==> config.mk <==
export PLATFORM = sky130hd
export DESIGN_NAME = frame_sequencer
export DESIGN_NICKNAME = d
export VERILOG_FILES = /design/src/rtl/frame_sequencer.sv
export SDC_FILE = /design/constraint.sdc
export NUM_CORES = 1
export LEC_CHECK = 0
export CORE_MARGIN = 5
export CORE_UTILIZATION = 50
export DETAILED_ROUTE_END_ITERATION = 8
export PLACE_DENSITY_LB_ADDON = 0.15
export SLEW_MARGIN = 20
export SYNTH_ARGS = -nofsm -noshare
export SYNTH_HDL_FRONTEND = slang
export SYNTH_SLANG_ARGS = --single-unit
==> constraint.sdc <==
create_clock -name clk -period 2.05 [get_ports clk]
set_input_delay 0.41 -clock clk [delete_from_list [all_inputs] [get_ports clk]]
set_output_delay 0.41 -clock clk [all_outputs]
set_load 0.03 [all_outputs]
==> src/rtl/frame_sequencer.sv <==
`default_nettype none
// ============================================================================
// Module   : frame_sequencer
// Brief    : APU frame sequencer. A 16-bit cycle counter generates the
//            quarter-frame and half-frame clock pulses in 4-step or 5-step
//            mode, and an optional sticky frame interrupt.
// Options  : FRAME_SEQUENCER_IRQ_EN - compiles in the frame_irq set/clear
//            logic and the IRQ inhibit bit; without it frame_irq is tied low.
// Revision : 1.0 - initial release
// ============================================================================
module frame_sequencer #(
  parameter int STEP1 = 7457,
  parameter int STEP2 = 14913,
  parameter int STEP3 = 22371,
  parameter int STEP4 = 29829,
  parameter int STEP5 = 37281
) (
  input  logic       clk,
  input  logic       reset_n,
  input  logic       wr_en,
  input  logic [7:0] wr_data,
  input  logic       status_read,
  output logic       quarter_frame,
  output logic       half_frame,
  output logic       frame_irq,
  output logic       mode
);

  localparam logic [15:0] c_step1   = 16'(STEP1);
  localparam logic [15:0] c_step2   = 16'(STEP2);
  localparam logic [15:0] c_step3   = 16'(STEP3);
  localparam logic [15:0] c_step4   = 16'(STEP4);
  localparam logic [15:0] c_step4m1 = 16'(STEP4 - 1);
  localparam logic [15:0] c_step5   = 16'(STEP5);

  logic [15:0] r_cnt;
  logic        r_mode;
  logic        r_qf;
  logic        r_hf;

  logic        w_wrap;
  logic [15:0] w_cnt_nxt;
  logic        w_mode_nxt;
  logic [15:0] w_final_nxt;
  logic        w_kick;
  logic        w_qf_nxt;
  logic        w_hf_nxt;

  // Next counter/mode; outputs are decoded from the next count so that the
  // registered pulses are high exactly while the counter holds the step value.
  always_comb begin
    w_wrap      = r_mode ? (r_cnt >= c_step5) : (r_cnt >= c_step4);
    w_kick      = wr_en & wr_data[7];
    w_mode_nxt  = wr_en ? wr_data[7] : r_mode;
    w_cnt_nxt   = (wr_en || w_wrap) ? 16'd0 : r_cnt + 16'd1;
    w_final_nxt = w_mode_nxt ? c_step5 : c_step4;
    w_qf_nxt    = w_kick || (w_cnt_nxt == c_step1) || (w_cnt_nxt == c_step2) ||
                  (w_cnt_nxt == c_step3) || (w_cnt_nxt == w_final_nxt);
    w_hf_nxt    = w_kick || (w_cnt_nxt == c_step2) || (w_cnt_nxt == w_final_nxt);
  end

  // Counter, mode and frame-clock pulse registers.
  always_ff @(posedge clk or negedge reset_n) begin
    if (!reset_n) begin
      r_cnt  <= 16'd0;
      r_mode <= 1'b0;
      r_qf   <= 1'b0;
      r_hf   <= 1'b0;
    end else begin
      r_cnt  <= w_cnt_nxt;
      r_mode <= w_mode_nxt;
      r_qf   <= w_qf_nxt;
      r_hf   <= w_hf_nxt;
    end
  end

  assign quarter_frame = r_qf;
  assign half_frame    = r_hf;
  assign mode          = r_mode;

`ifdef FRAME_SEQUENCER_IRQ_EN
  logic r_inhibit;
  logic r_irq;
  logic w_inhibit_nxt;
  logic w_irq_set;
  logic w_irq_wr_clr;
  logic w_unused;

  // IRQ is raised on the last two counts of a 4-step frame unless inhibited.
  always_comb begin
    w_inhibit_nxt = wr_en ? wr_data[6] : r_inhibit;
    w_irq_wr_clr  = wr_en & wr_data[6];
    w_irq_set     = !w_mode_nxt && !w_inhibit_nxt &&
                    ((w_cnt_nxt == c_step4m1) || (w_cnt_nxt == c_step4));
  end

  // Sticky IRQ: inhibit-write clear beats set, set beats status-read clear.
  always_ff @(posedge clk or negedge reset_n) begin
    if (!reset_n) begin
      r_inhibit <= 1'b0;
      r_irq     <= 1'b0;
    end else begin
      r_inhibit <= w_inhibit_nxt;
      if (w_irq_wr_clr) begin
        r_irq <= 1'b0;
      end else if (w_irq_set) begin
        r_irq <= 1'b1;
      end else if (status_read) begin
        r_irq <= 1'b0;
      end
    end
  end

  assign frame_irq = r_irq;
  // Low register bits carry no meaning for the frame counter.
  assign w_unused  = &{1'b0, wr_data[5:0]};
`else
  logic w_unused;

  assign frame_irq = 1'b0;
  // Without the IRQ logic, status reads and the inhibit bit have no effect.
  assign w_unused  = &{1'b0, status_read, wr_data[6:0]};
`endif

endmodule
`default_nettype wire

==> results.md, run 1 <==
Detailed routing:
- For this run, design rule violations remaining after detail routing come to 0.
- Wires add up to 4.12 mm.
- The first detailed-routing pass ran for 4 iterations.
- The first routing iteration left 57 violations.
- The final antenna-violating net count is 0.
- The detailed-route via count is 1380.
- The average wire per cell in the routed design is 18.1 µm.
- The number of vias per cell after detailed routing is 6.08.

Global route:
- The met3 demand-to-capacity share in global routing is 3.42%.
- The met1 usage in global routing is 30.0%.
- In this run the most used layer during global routing was met2.
- The initial antenna violation count is 0.
- Entering global routing, the biggest net connects 20 pins.
- The total congestion overflow is 0.
- The overall track demand over capacity in global routing is 21.1%.
- The number of global-route vias before repair came to 1403.
- The first global-routing pass estimated 6.70 mm of wire.
- The global routing usage on met2 is 32.6%.

CTS:
- The buffer depth of the longest clock path is 2.
- The CTS root buffer is sky130_fd_sc_hd__clkbuf_4.
- The clock insertion delay at the later pin of the skew report is 0.31 ns.
- The number of hold-repair buffers added at the cts stage is 0.
- TritonCTS built the clock tree.
- Counting every sink on the clock net gives 19.
- The number of buffers created by CTS is 3.
- The register clock-pin slew on the reported worst setup and hold paths is 0.13 ns.
- In this run the number of H-tree levels came out at 1.

Power:
- In this run the power density over the cells is 609 mW/mm².
- The overall power after layout is 1220 µW.
- Summed over all cells, the static leakage comes to 0.000869 µW.
- IR analysis of the VDD net gives a maximum drop of 0.609 mV.

Yosys:
- The portion of synthesized cell area occupied by the leading cell type is 34.3%.
- Sorting the synthesized cells by area gives the leading types as sky130_fd_sc_hd__dfrtp_1 34%, sky130_fd_sc_hd__nor2_1 5.1%, sky130_fd_sc_hd__xnor2_1 5.0%.
- The synthesized netlist occupies a cell area of 0.00139 mm².
- In this run, synthesis produced a sequential element count of 19.
- Counting every instance in the synthesized netlist gives 154.
- The xor and xnor fraction of the mapped netlist area is 7.57%.
- The part of the Yosys area used for sequential elements is 34.3%.
- The most frequently used flop master after synthesis is sky130_fd_sc_hd__dfrtp_1.
- The multiplexer share of the synthesized area is 0.721%.
- The dominant cell type by area after synthesis is sky130_fd_sc_hd__dfrtp_1.
- For this run, asynchronously set or reset flops after synthesis account for 100%.
- During synthesis, Yosys emitted a total of 0 warnings.
- The post-synthesis compound-gate area fraction is 18.2%.
- The count of flip-flops with a built-in enable after synthesis is 0.
- The post-synthesis area per instance is 9.01 µm².
- After Yosys synthesis, full adders, half adders and majority gates account for 2.71% of the synthesized area.
- The dominant combinational cell family by area after synthesis is simple AND/OR/NAND/NOR gates.
- The number of nets handed over by synthesis was 169.
- The synthesized netlist devotes 28.1% of its cell area to simple gates.
- Synthesis instantiated 53 different standard cells from the library.

Worst setup path:
- The largest stage delay on the critical path is 0.46 ns.
- The slack of the worst reg-to-reg path is -0.06 ns.
- The critical path data arrival time is 2.37 ns.
- Traced cell by cell, the critical path runs through or3_4, or4_4, o22a_4, a2111oi_4, a31oi_1, nand3_1.
- The type of element launching the critical path is a flop.
- For the worst setup path, the data required time is 2.30 ns.
- The worst setup path is of the reg2reg kind.
- The sort of element at the end of the critical path is a flop.
- Along the worst path, the maximum fanout reaches 4.
- The slowest library cell on the worst path is sky130_fd_sc_hd__dfrtp_1.

Finish:
- Leaving out fill and tap cells, the most frequent cells in the layout are 41 x sky130_fd_sc_hd__buf_4, 18 x sky130_fd_sc_hd__dfrtp_1, 14 x sky130_fd_sc_hd__nor2_1, 10 x sky130_fd_sc_hd__inv_1, 8 x sky130_fd_sc_hd__xnor2_1.
- The most common library cell in the layout ignoring fill and taps is sky130_fd_sc_hd__buf_4.
- The post-synthesis to final-layout area growth is 44.9%.
- The final standard cell utilization of the core is 74.2%.
- The final antenna diode count is 0.
- The cell area after layout is 0.00201 mm².
- In the final layout, the share of cells above drive strength 1 is 43.9%.
- The final layout contains 212 nets.
- Counting the fill cells in the layout gives 199.

STA:
- The shortest period the worst path allows is 2.11 ns.
- The share of the cycle needed by the critical path after routing is 103%.
- For the final routed database, the setup TNS stands at -0.303 ns.
- The worst clock skew is 0.0146 ns.
- The setup violation total in the final timing report is 15.
- After layout, the worst setup slack is -0.0634 ns.
- Setup repair after global routing could not meet its margin everywhere.
- Timing would allow up to 473 MHz.
- The number of hold violations in the final report is 0.
- The number of max-slew violations in the final report came to 0.
- At the pin with the least slew margin, the transition time is 0.530 ns.
- The headroom to the max-slew limit is 64.4%.

Run status:
- The final reports fail on negative setup slack.
- The run finished, with violations left.

Floorplanning:
- The initial utilization of the core area, before any placement, comes to 51.2%.
- The x dimension of the die is 62.7 µm.
- The floorplan has 19 rows.
- The die is 62.7 µm tall.
- The die covers 0.00393 mm².
- 16 I/O pins were placed.
- The floorplan step defined a core boundary enclosing 0.00271 mm².

Placed design:
- The count of buffers inserted at the top-level ports is 6.
- The placed standard-cell area is 0.00172 mm².
- The placed wire-length estimate after detailed placement is 2.94 mm.
- The congestion estimate from routability-driven global placement came to 0.910.

Run:
- The total of max-cap violations is 0.

Worst hold path:
- The path type of the worst min-delay path is in2async.
## routing by layer
layer | share of wire [%] | wire (µm)
met5 | 0 | 0
met4 | 1.8 | 73
met3 | 5.6 | 232
met2 | 47 | 1930
met1 | 46 | 1890
## worst max-delay path, delay by kind of cell, from the launching register on
kind | cells | cell delay, ns
and+or+nand+nor | 3 | 0.94
AOI/OAI and AO/OA | 3 | 0.66
DFF | 1 | 0.46
## cells in the mapped netlist, drive strengths merged (4+ instances only)
library cell,count
xor2,4
nand4,6
nor4,8
inv,10
nand3,6
nor4b,4
buf,7
xnor2,8
clkbuf,4
dfrtp,19
nand2,5
nor3,4
nor2,19
## where the power goes
group          leakage (µW)  switching, µW  total [µW]  internal, µW
combinational      0.000599            289         565           277
sequential         0.000255           46.1         456           410
clock             0.0000150            127         203          75.9
## flip-flops by register name, summed over array words and instances, names as in the netlist
name           cells
quarter_frame      1
half_frame         1
mode               1
r_cnt             16
## through the flow
stage	setup slack, ns	cells	hold WS [ns]
floorplan	0.0370	154	0.114
global placement	-0.223	220	0.564
detailed placement	-0.304	220	0.561
CTS	-0.0145	226	0.424
global route	-0.133	227	0.423
finish	-0.0634	227	0.419
## area by class of cell
type | count | area, µm² | share of cell area (%)
clock buffer | 4 | 26.3 | 1.31
inverter | 10 | 37.5 | 1.87
multi-input combinational | 114 | 1030 | 51.3
sequential | 19 | 477 | 23.7
tap | 31 | 38.8 | 1.93
timing repair buffer | 49 | 399 | 19.9
## timing repair
item / CTS / global route
setup endpoints to repair: 16 / 16
gates resized for setup: 19 / 23
pin swaps: 9 / 0
buffers inserted: 2 / 1
## worst paths after layout
check	start	endpoint	cells past startpoint
worst min register to register	r_cnt[15]$_DFF_PN0_	r_cnt[15]$_DFF_PN0_	2
min in group clk	r_cnt[15]$_DFF_PN0_	r_cnt[15]$_DFF_PN0_	2
worst min-delay path	reset_n	mode$_DFF_PN0_	2
max in group asynchronous	reset_n	r_cnt[0]$_DFF_PN0_	2
worst max-delay path	r_cnt[11]$_DFF_PN0_	quarter_frame$_DFF_PN0_	6
worst max register to register	r_cnt[11]$_DFF_PN0_	quarter_frame$_DFF_PN0_	6
## kinds of logic after synthesis
group | after synthesis
other cells | 1
compound gates | 30
xor+xnor | 12
fa+ha+maj | 3
simple gates | 67
mux | 1
flops | 19
buf+inv | 21
Power figures use the tool's default switching activity.
==> run 2, diff against run 1 <==
--- a/config.mk
+++ b/config.mk
@@ -5,7 +5,6 @@
 export SDC_FILE = /design/constraint.sdc
 export NUM_CORES = 1
 export LEC_CHECK = 0
-export CORE_MARGIN = 5
 export CORE_UTILIZATION = 50
 export DETAILED_ROUTE_END_ITERATION = 8
 export PLACE_DENSITY_LB_ADDON = 0.15
==> results.md, run 2 (synthesis results as in run 1) <==
Detailed routing:
- The number of optimization iterations in the first detailed-route pass is 9.
- The DRC violation total after the first TritonRoute iteration is 87.
- The final antenna-violating net count is 0.
- After detailed routing, the number of remaining DRC violations is 1.
- After detailed routing, the average wire length per cell comes to 19.3 µm.
- Summing over every cut layer, the via total after detailed routing is 1479.
- The number of vias per cell after detailed routing is 6.38.
- The overall routed net length is 4.49 mm.

CTS:
- The clock insertion delay at the later pin of the skew report is 0.30 ns.
- Hold repair after CTS inserted 0 buffers.
- No sink is reached through more buffers than the 2 on the longest clock path.
- The TritonCTS clock tree is done.
- The tree is rooted in a sky130_fd_sc_hd__clkbuf_4.
- Clock-pin slew was measured on the worst setup and hold paths at 0.12 ns.
- The number of levels the H-tree was split into is 1.
- Clock tree synthesis inserted a total of 3 buffers.
- The tree built by TritonCTS fans out to 19 sinks.

STA:
- The final-layout worst hold slack is 0.430 ns.
- The share of the cycle needed by the critical path after routing is 103%.
- The shortest period the worst path allows is 2.11 ns.
- The transition time of the tightest slew-check pin is 0.511 ns.
- Setup repair after global routing could not meet its margin everywhere.
- The number of hold violations in the final report is 0.
- Across all setup checks in the final design, the least slack found is -0.0623 ns.
- The headroom to the max-slew limit is 65.7%.
- Between clock sinks in the finished design, the worst skew comes to 0.00695 ns.
- The number of max-slew violations in the final report was 0.
- The setup violation total in the final timing report is 12.
- Timing would allow up to 473 MHz.

Power:
- The power per cell area is 571 mW/mm².
- The switching power of the nets is 454 µW.
- In this run, flip-flops and latches consume 37.5% of the power.
- The worst-case IR drop observed on VDD is 0.623 mV.
- The analysis attributes to cell leakage a power of 0.000934 µW.
- Per report_power, the clock group accounts for 16.8% of the total.
- Power comes to 1210 µW.
- Internal power comes to 752 µW.
- The logic gate share of total power is 45.7%.
- In this run switching power makes up 37.7% of total power.

Placed design:
- The worst setup slack before clock tree synthesis is -0.261 ns.
- Once detailed placement completed, the half-perimeter wirelength came to 2.82 mm.
- Input and output buffers added on the ports amount to 6.
- The routability-driven placement congestion ratio is 0.931.

Finish:
- Cells fill 83.0% of the core in the end.
- The register bank with the most flops is r_cnt.
- The register with the most flip-flops in the layout has 16 of them.
- The top cell types in the final layout, fill and taps aside, are 45 x sky130_fd_sc_hd__buf_4, 19 x sky130_fd_sc_hd__dfrtp_1, 11 x sky130_fd_sc_hd__nor2_1, 10 x sky130_fd_sc_hd__inv_1, 7 x sky130_fd_sc_hd__nor2_2.
- The post-synthesis to final-layout area growth is 52.2%.
- For this run, the post-layout net count is 218.
- The post-route netlist has 49.5% of its cells at a drive strength greater than 1.
- 0 antenna diodes ended up in the layout.
- The most common library cell in the layout ignoring fill and taps is sky130_fd_sc_hd__buf_4.

Global route:
- For this run, the total global-route usage over all layers was measured as 29.7%.
- The initial antenna violation count is 0.
- The first global-routing pass estimated 6.22 mm of wire.
- The total congestion overflow is 0.
- The number of global-route vias before repair is 1371.
- Entering global routing, the biggest net connects 20 pins.

Floorplanning:
- The area enclosed by the die boundary is 0.00299 mm².
- 16 I/O pins were placed.
- The floorplan step set the die width to 54.7 µm.
- The starting density of the core is 54.5%.
- The number of standard-cell rows in the floorplan is 18.
- After floorplanning, the core was sized to cover 0.00254 mm².
- The chip height is 54.7 µm.

Worst setup path:
- On the worst path, the slowest cell contributes a delay of 0.45 ns.
- The slowest stage of the critical path belongs to the cell sky130_fd_sc_hd__dfrtp_1.
- The type of element launching the critical path is a flop.
- By startpoint and endpoint, the worst setup path is classified as reg2reg.
- The maximum fanout encountered on the critical timing path is 4.
- The sort of element at the end of the critical path is a flop.
- Walking the worst path, the cells encountered are or3_4, or4_1, o22a_4, a2111oi_4, o211ai_1, nand3_1.
- The critical path data arrival time is 2.36 ns.
- The worst endpoint required time is 2.30 ns.

Worst hold path:
- The path type of the worst min-delay path is in2async.

Run:
- The total of max-cap violations is 0.

Run status:
- The run finished, with violations left.
- The checks that failed: design-rule violations, negative setup slack.
## run 2: cell count changes in the layout (fill, tap and decap cells not counted), moves of 2 or more
cell,delta
sky130_fd_sc_hd__and4_4,+2
sky130_fd_sc_hd__buf_4,+4
sky130_fd_sc_hd__buf_6,+3
sky130_fd_sc_hd__nor2_1,-3
sky130_fd_sc_hd__nor2_2,+2
sky130_fd_sc_hd__nor3_2,-2
sky130_fd_sc_hd__nor3_4,+2
sky130_fd_sc_hd__xnor2_1,-3
sky130_fd_sc_hd__xnor2_2,+3
## run 2: layout make-up
type / instances / area, µm²
Timing Repair Buffer: 55 / 445
Sequential cell: 19 / 475
Tap cell: 30 / 37.5
Clock buffer: 4 / 26.3
Multi-Input combinational cell: 114 / 1090
Fill cell: 138 / 433
Inverter: 10 / 37.5
## run 2: power by group through the flow
stage	clock (µW)	sequential, µW	combinational [µW]
6_report	203	453	551
3_3_place_gp	0	455	397
5_1_grt	215	459	586
2_1_floorplan	0	443	278
3_5_place_dp	0	458	404
4_1_cts	199	450	462
## run 2: final timing paths
kind / cells past startpoint / start / endpoint / slack, ns
max: 6 / r_cnt[11]$_DFF_PN0_ / quarter_frame$_DFF_PN0_ / -0.06
min: 2 / reset_n / r_cnt[12]$_DFF_PN0_ / 0.43
max reg2reg: 6 / r_cnt[11]$_DFF_PN0_ / quarter_frame$_DFF_PN0_ / -0.06
min reg2reg: 2 / r_cnt[4]$_DFF_PN0_ / r_cnt[4]$_DFF_PN0_ / 0.63
max in group asynchronous: 2 / reset_n / r_cnt[5]$_DFF_PN0_ / 1.41
min in group clk: 2 / r_cnt[4]$_DFF_PN0_ / r_cnt[4]$_DFF_PN0_ / 0.63
## run 2: stage by stage
step	setup TNS, ns	instances	cell area [µm²]
6_report	-0.327	232	2110
3_3_place_gp	-1.82	221	1730
3_5_place_dp	-2.49	221	1730
4_1_cts	0	229	1880
2_1_floorplan	0	154	1390
5_1_grt	-0.795	232	2110
## run 2: routing by layer
| layer | up-vias | track usage (%) | wire length (µm) |
|---|---|---|---|
| li1 | 668 | - | - |
| met1 | 708 | 34.3 | 1710 |
| met2 | 84 | 53.4 | 2320 |
| met3 | 19 | 5.00 | 355 |
| met4 | 0 | 12.0 | 99 |
| met5 | - | 0 | 0 |
## run 2: critical path, delay by kind of cell (launching register included)
kind	cells	cell delay, ns
flip-flops	1	0.45
AO/OA/AOI/OAI	3	0.64
AND/OR/NAND/NOR	3	0.98
## run 2: repair_timing
action | 4_1_cts | 5_1_grt
resized for setup | 17 | 42
hold endpoints to repair | 0 | 0
endpoints found under the setup margin | 16 | 14
buffers inserted | 4 | 3
pin swaps | 6 | 5
==> patch 1, RTL diff (settings of run 2) <==
Add a define of `FRAME_SEQUENCER_IRQ_EN`.
--- a/src/rtl/frame_sequencer.sv
+++ b/src/rtl/frame_sequencer.sv
@@ -10,2 +10,4 @@
 // ============================================================================
+`define FRAME_SEQUENCER_IRQ_EN
+
 module frame_sequencer #(
Formal check against the unedited RTL: no difference found for any inputs over 10 cycles, from zero or initial values and one cycle with reset_n low; that may be too few to reach the edited logic, so the function may still have changed.
==> patch 1 against run 2 <==
  * The run ends with setup timing left
  * First-iteration DRC count is 2.3% higher
  * Setup slack lost 200 ps
  * Highest routed layer unchanged
  * Clock skew rose by 1.9 ps
  * Sequential share of layout area rose by 2.6 points
  * Largest cell class unchanged
  * Synthesized area grew 1.7%
  * Sequential cell count is 2 higher
  * Fmax down 8.5%
  * Critical path type unchanged
  * Count of clock-buffer cells in the layout down 1
  * Routed wire length grew 12%
  * Non-clock buffer count is 6 higher
  * Final area up 0.18%
Power is not compared: it rests on default switching activity, and its combinational part moved more than twofold at a synthesized area within 25%.
==> patch 1: results <==
metrics = {
    "global_routing": {
        "grt_use_met3_pct": 4.10,
        "grt_first_pass_wirelength_um": 6580,
        "grt_pass1_vias": 1351,
        "use_met1_pct": 39.0,
        "grt_max_degree": 22,
        "gr-usage-met2_pct": 56.0,
    },
    "place": {
        "hpwl_um": 2840,
        "gp_congestion": 0.930,
        "dp_cells": 218,
    },
    "sta": {
        "max_slew_margin_pct": 63.5,
        "fin_tns_setup_ps": -3450,
        "setup_violations": 19,
        "setup_ws_ps": -258,
        "finClkSkew_ps": 8.80,
    },
    "worst_setup_path": {
        "r2r-start": "r_cnt[8]",
        "worst_ep_arrival_time_ps": 2560,
    },
    "status": {
        "outcome": "complete, but fails checks",
        "violations": "setup timing",
    },
    "drt": {
        "dr_wl_met3_um": 335,
        "dr.pass1.iters": 5,
        "wl_met2_um": 2570,
        "wire_per_inst_um": 21.1,
    },
    "yosys": {
        "syn_nets": 164,
        "synth_commonest_cells": "21 x dfrtp_1, 15 x nor2_1, 14 x nand3_1",
        "yosysSeqAreaShare_pct": 37.2,
    },
    "finish": {
        "drive_above_1_share_pct": 46.4,
        "fin_area_um2": 2120,
    },
    "clocking": {
        "post_cts_buffers": 10,
    },
}
-- patch 1: area by class of cell --
type	instances	area, um^2	area share [%]
Multi-Input combinational cell	116	985	46.5
Clock inverter	1	5.00	0.237
Inverter	5	18.8	0.887
Tap cell	30	37.5	1.77
Clock buffer	3	22.5	1.06
Timing Repair Buffer	61	515	24.4
Sequential cell	21	532	25.1
-- patch 1: worst paths after layout --
kind | to | slack (ps) | cells past startpoint
max in group asynchronous | r_cnt[7] | 1400 | 2
min reg2reg | r_inhibit | 550 | 1
min | r_cnt[1] | 410 | 2
max | frame_irq | -260 | 9
min in group clk | r_inhibit | 550 | 1
max reg2reg | frame_irq | -260 | 9
-- patch 1: logic make-up after synthesis --
kind of cell	after synthesis	share of synthesized area, %
xor+xnor	12	7.45
simple gates	81	34.3
buf+inv	12	5.23
mux	3	2.22
fa+ha+maj	3	2.66
flops	21	37.2
compound gates	17	10.9
==> patch 2, RTL diff (flow settings as in run 2) <==
Made on the original files. Remove the register `r_qf`: a continuous assignment takes its place, so the output `quarter_frame` follows one clock earlier.
--- a/src/rtl/frame_sequencer.sv
+++ b/src/rtl/frame_sequencer.sv
@@ -66,3 +66,2 @@
       r_mode <= 1'b0;
-      r_qf   <= 1'b0;
       r_hf   <= 1'b0;
@@ -71,3 +70,2 @@
       r_mode <= w_mode_nxt;
-      r_qf   <= w_qf_nxt;
       r_hf   <= w_hf_nxt;
@@ -75,2 +73,4 @@
   end
+
+  assign r_qf = w_qf_nxt;
 
Behaviour: not the same (Yosys sat finds a counterexample within 4 cycles, from zero or initial values and one cycle with reset_n low).
==> patch 2 against run 2 <==
  * The flow finishes with violations (setup timing)
  * Routed wire length increased by 1.6%
  * Global-route usage increased by 1.0 points
  * Clock skew increased by 15 ps
  * Total power increased by 7.1%
  * Synthesized cell count decreased by 0.65%
  * Sequential cell count decreased by 1
  * Synthesized area decreased by 1.8%
  * Setup slack got worse by 830 ps
  * Fmax decreased by 28%
  * Final area decreased by 1.9%
  * Non-clock buffer count increased by 6
  * Via count decreased by 0.54%
  * Critical endpoint is now quarter_frame
  * Count of clock-buffer cells in the layout unchanged
==> patch 2: results <==
metrics = {
    "yosys": {
        "yosysSeqAreaShare_pct": 33.1,
        "synth_commonest_cells": "19 x nor2_1, 18 x dfrtp_1, 10 x inv_1",
        "synthXorXnorAreaFrac_pct": 7.71,
        "syn_nets": 168,
        "synth_area_leaders": "dfrtp_1 33%, nor2_1 5.2%, xnor2_1 5.1%, nor4_1 3.2%, ha_1 2.8%",
        "synthAdderAreaFrac_pct": 2.75,
        "muxShareOfSynthArea_pct": 0.735,
    },
    "global_routing": {
        "grt_pass1_vias": 1414,
        "grt_first_pass_wirelength_um": 6390,
        "grt_max_degree": 19,
        "grt_use_total_pct": 30.7,
    },
    "finish": {
        "filler_cell_count": 147,
        "finalNonFillerCells": 237,
        "fin_nets": 223,
    },
    "sta": {
        "setup_ws_ps": -890,
        "holdWs_ps": 414,
        "setup_violations": 11,
        "max_slew_margin_pct": 62.6,
        "fin_tns_setup_ps": -1430,
    },
    "drt": {
        "drt_iter0_drc": 57,
        "wl_met1_um": 2000,
        "dr_wl_met3_um": 266,
    },
    "worst_setup_path": {
        "critPathSlowestCell": "dfrtp_2",
        "r2r_slack_ps": -100,
        "cp_max_fo": 7,
        "r2r.worst_path.cells": 8,
        "worst_ep_arrival_time_ps": 2530,
    },
    "status": {
        "violations": "setup timing",
        "outcome": "complete, but fails checks",
    },
    "power_and_ir_drop": {
        "pwr-share-clk_pct": 18.4,
        "power_density_nw_per_um2": 624,
        "switching_share_pct": 37.1,
    },
    "place": {
        "hpwl_um": 3000,
        "dp_cells": 230,
        "dp_slack_ps": -724,
    },
    "clocking": {
        "clock_latency_ps": 320,
    },
}
==> patch 2: cell count changes after synthesis <==
cell,change
dfrtp_1,-1
==> patch 2: path summary, 6_finish.rpt <==
| path | startpoint | end |
|---|---|---|
| hold reg to reg | mode | mode |
| setup / recovery | r_cnt[3] | quarter_frame |
| max in group asynchronous | reset_n | r_cnt[4] |
| hold / removal | reset_n | mode |
| min in group clk | mode | mode |
| setup reg to reg | r_cnt[3] | half_frame |
==> patch 2: repair_timing <==
item                       in CTS  in global routing
setup buffers                   3                  0
pin swaps                       9                  2
setup endpoints to repair      11                 11
resized for setup              20                 18
==> patch 2: final cells by class <==
cell class              count  area [um^2]  share of cell area [%]
multi-input cells         114         1020                    49.3
flip-flops and latches     18          453                    21.9
inverters                  10         37.5                    1.81
clock buffers               4         36.3                    1.75
repair buffers             61          487                    23.5
well taps                  30         37.5                    1.81
==> patch 2: layer usage <==
layer  GRT usage, %  vias up
li1               -      673
met1           40.0      725
met2           50.6       61
met3           4.80       12
met4           11.5        0
met5              0        -
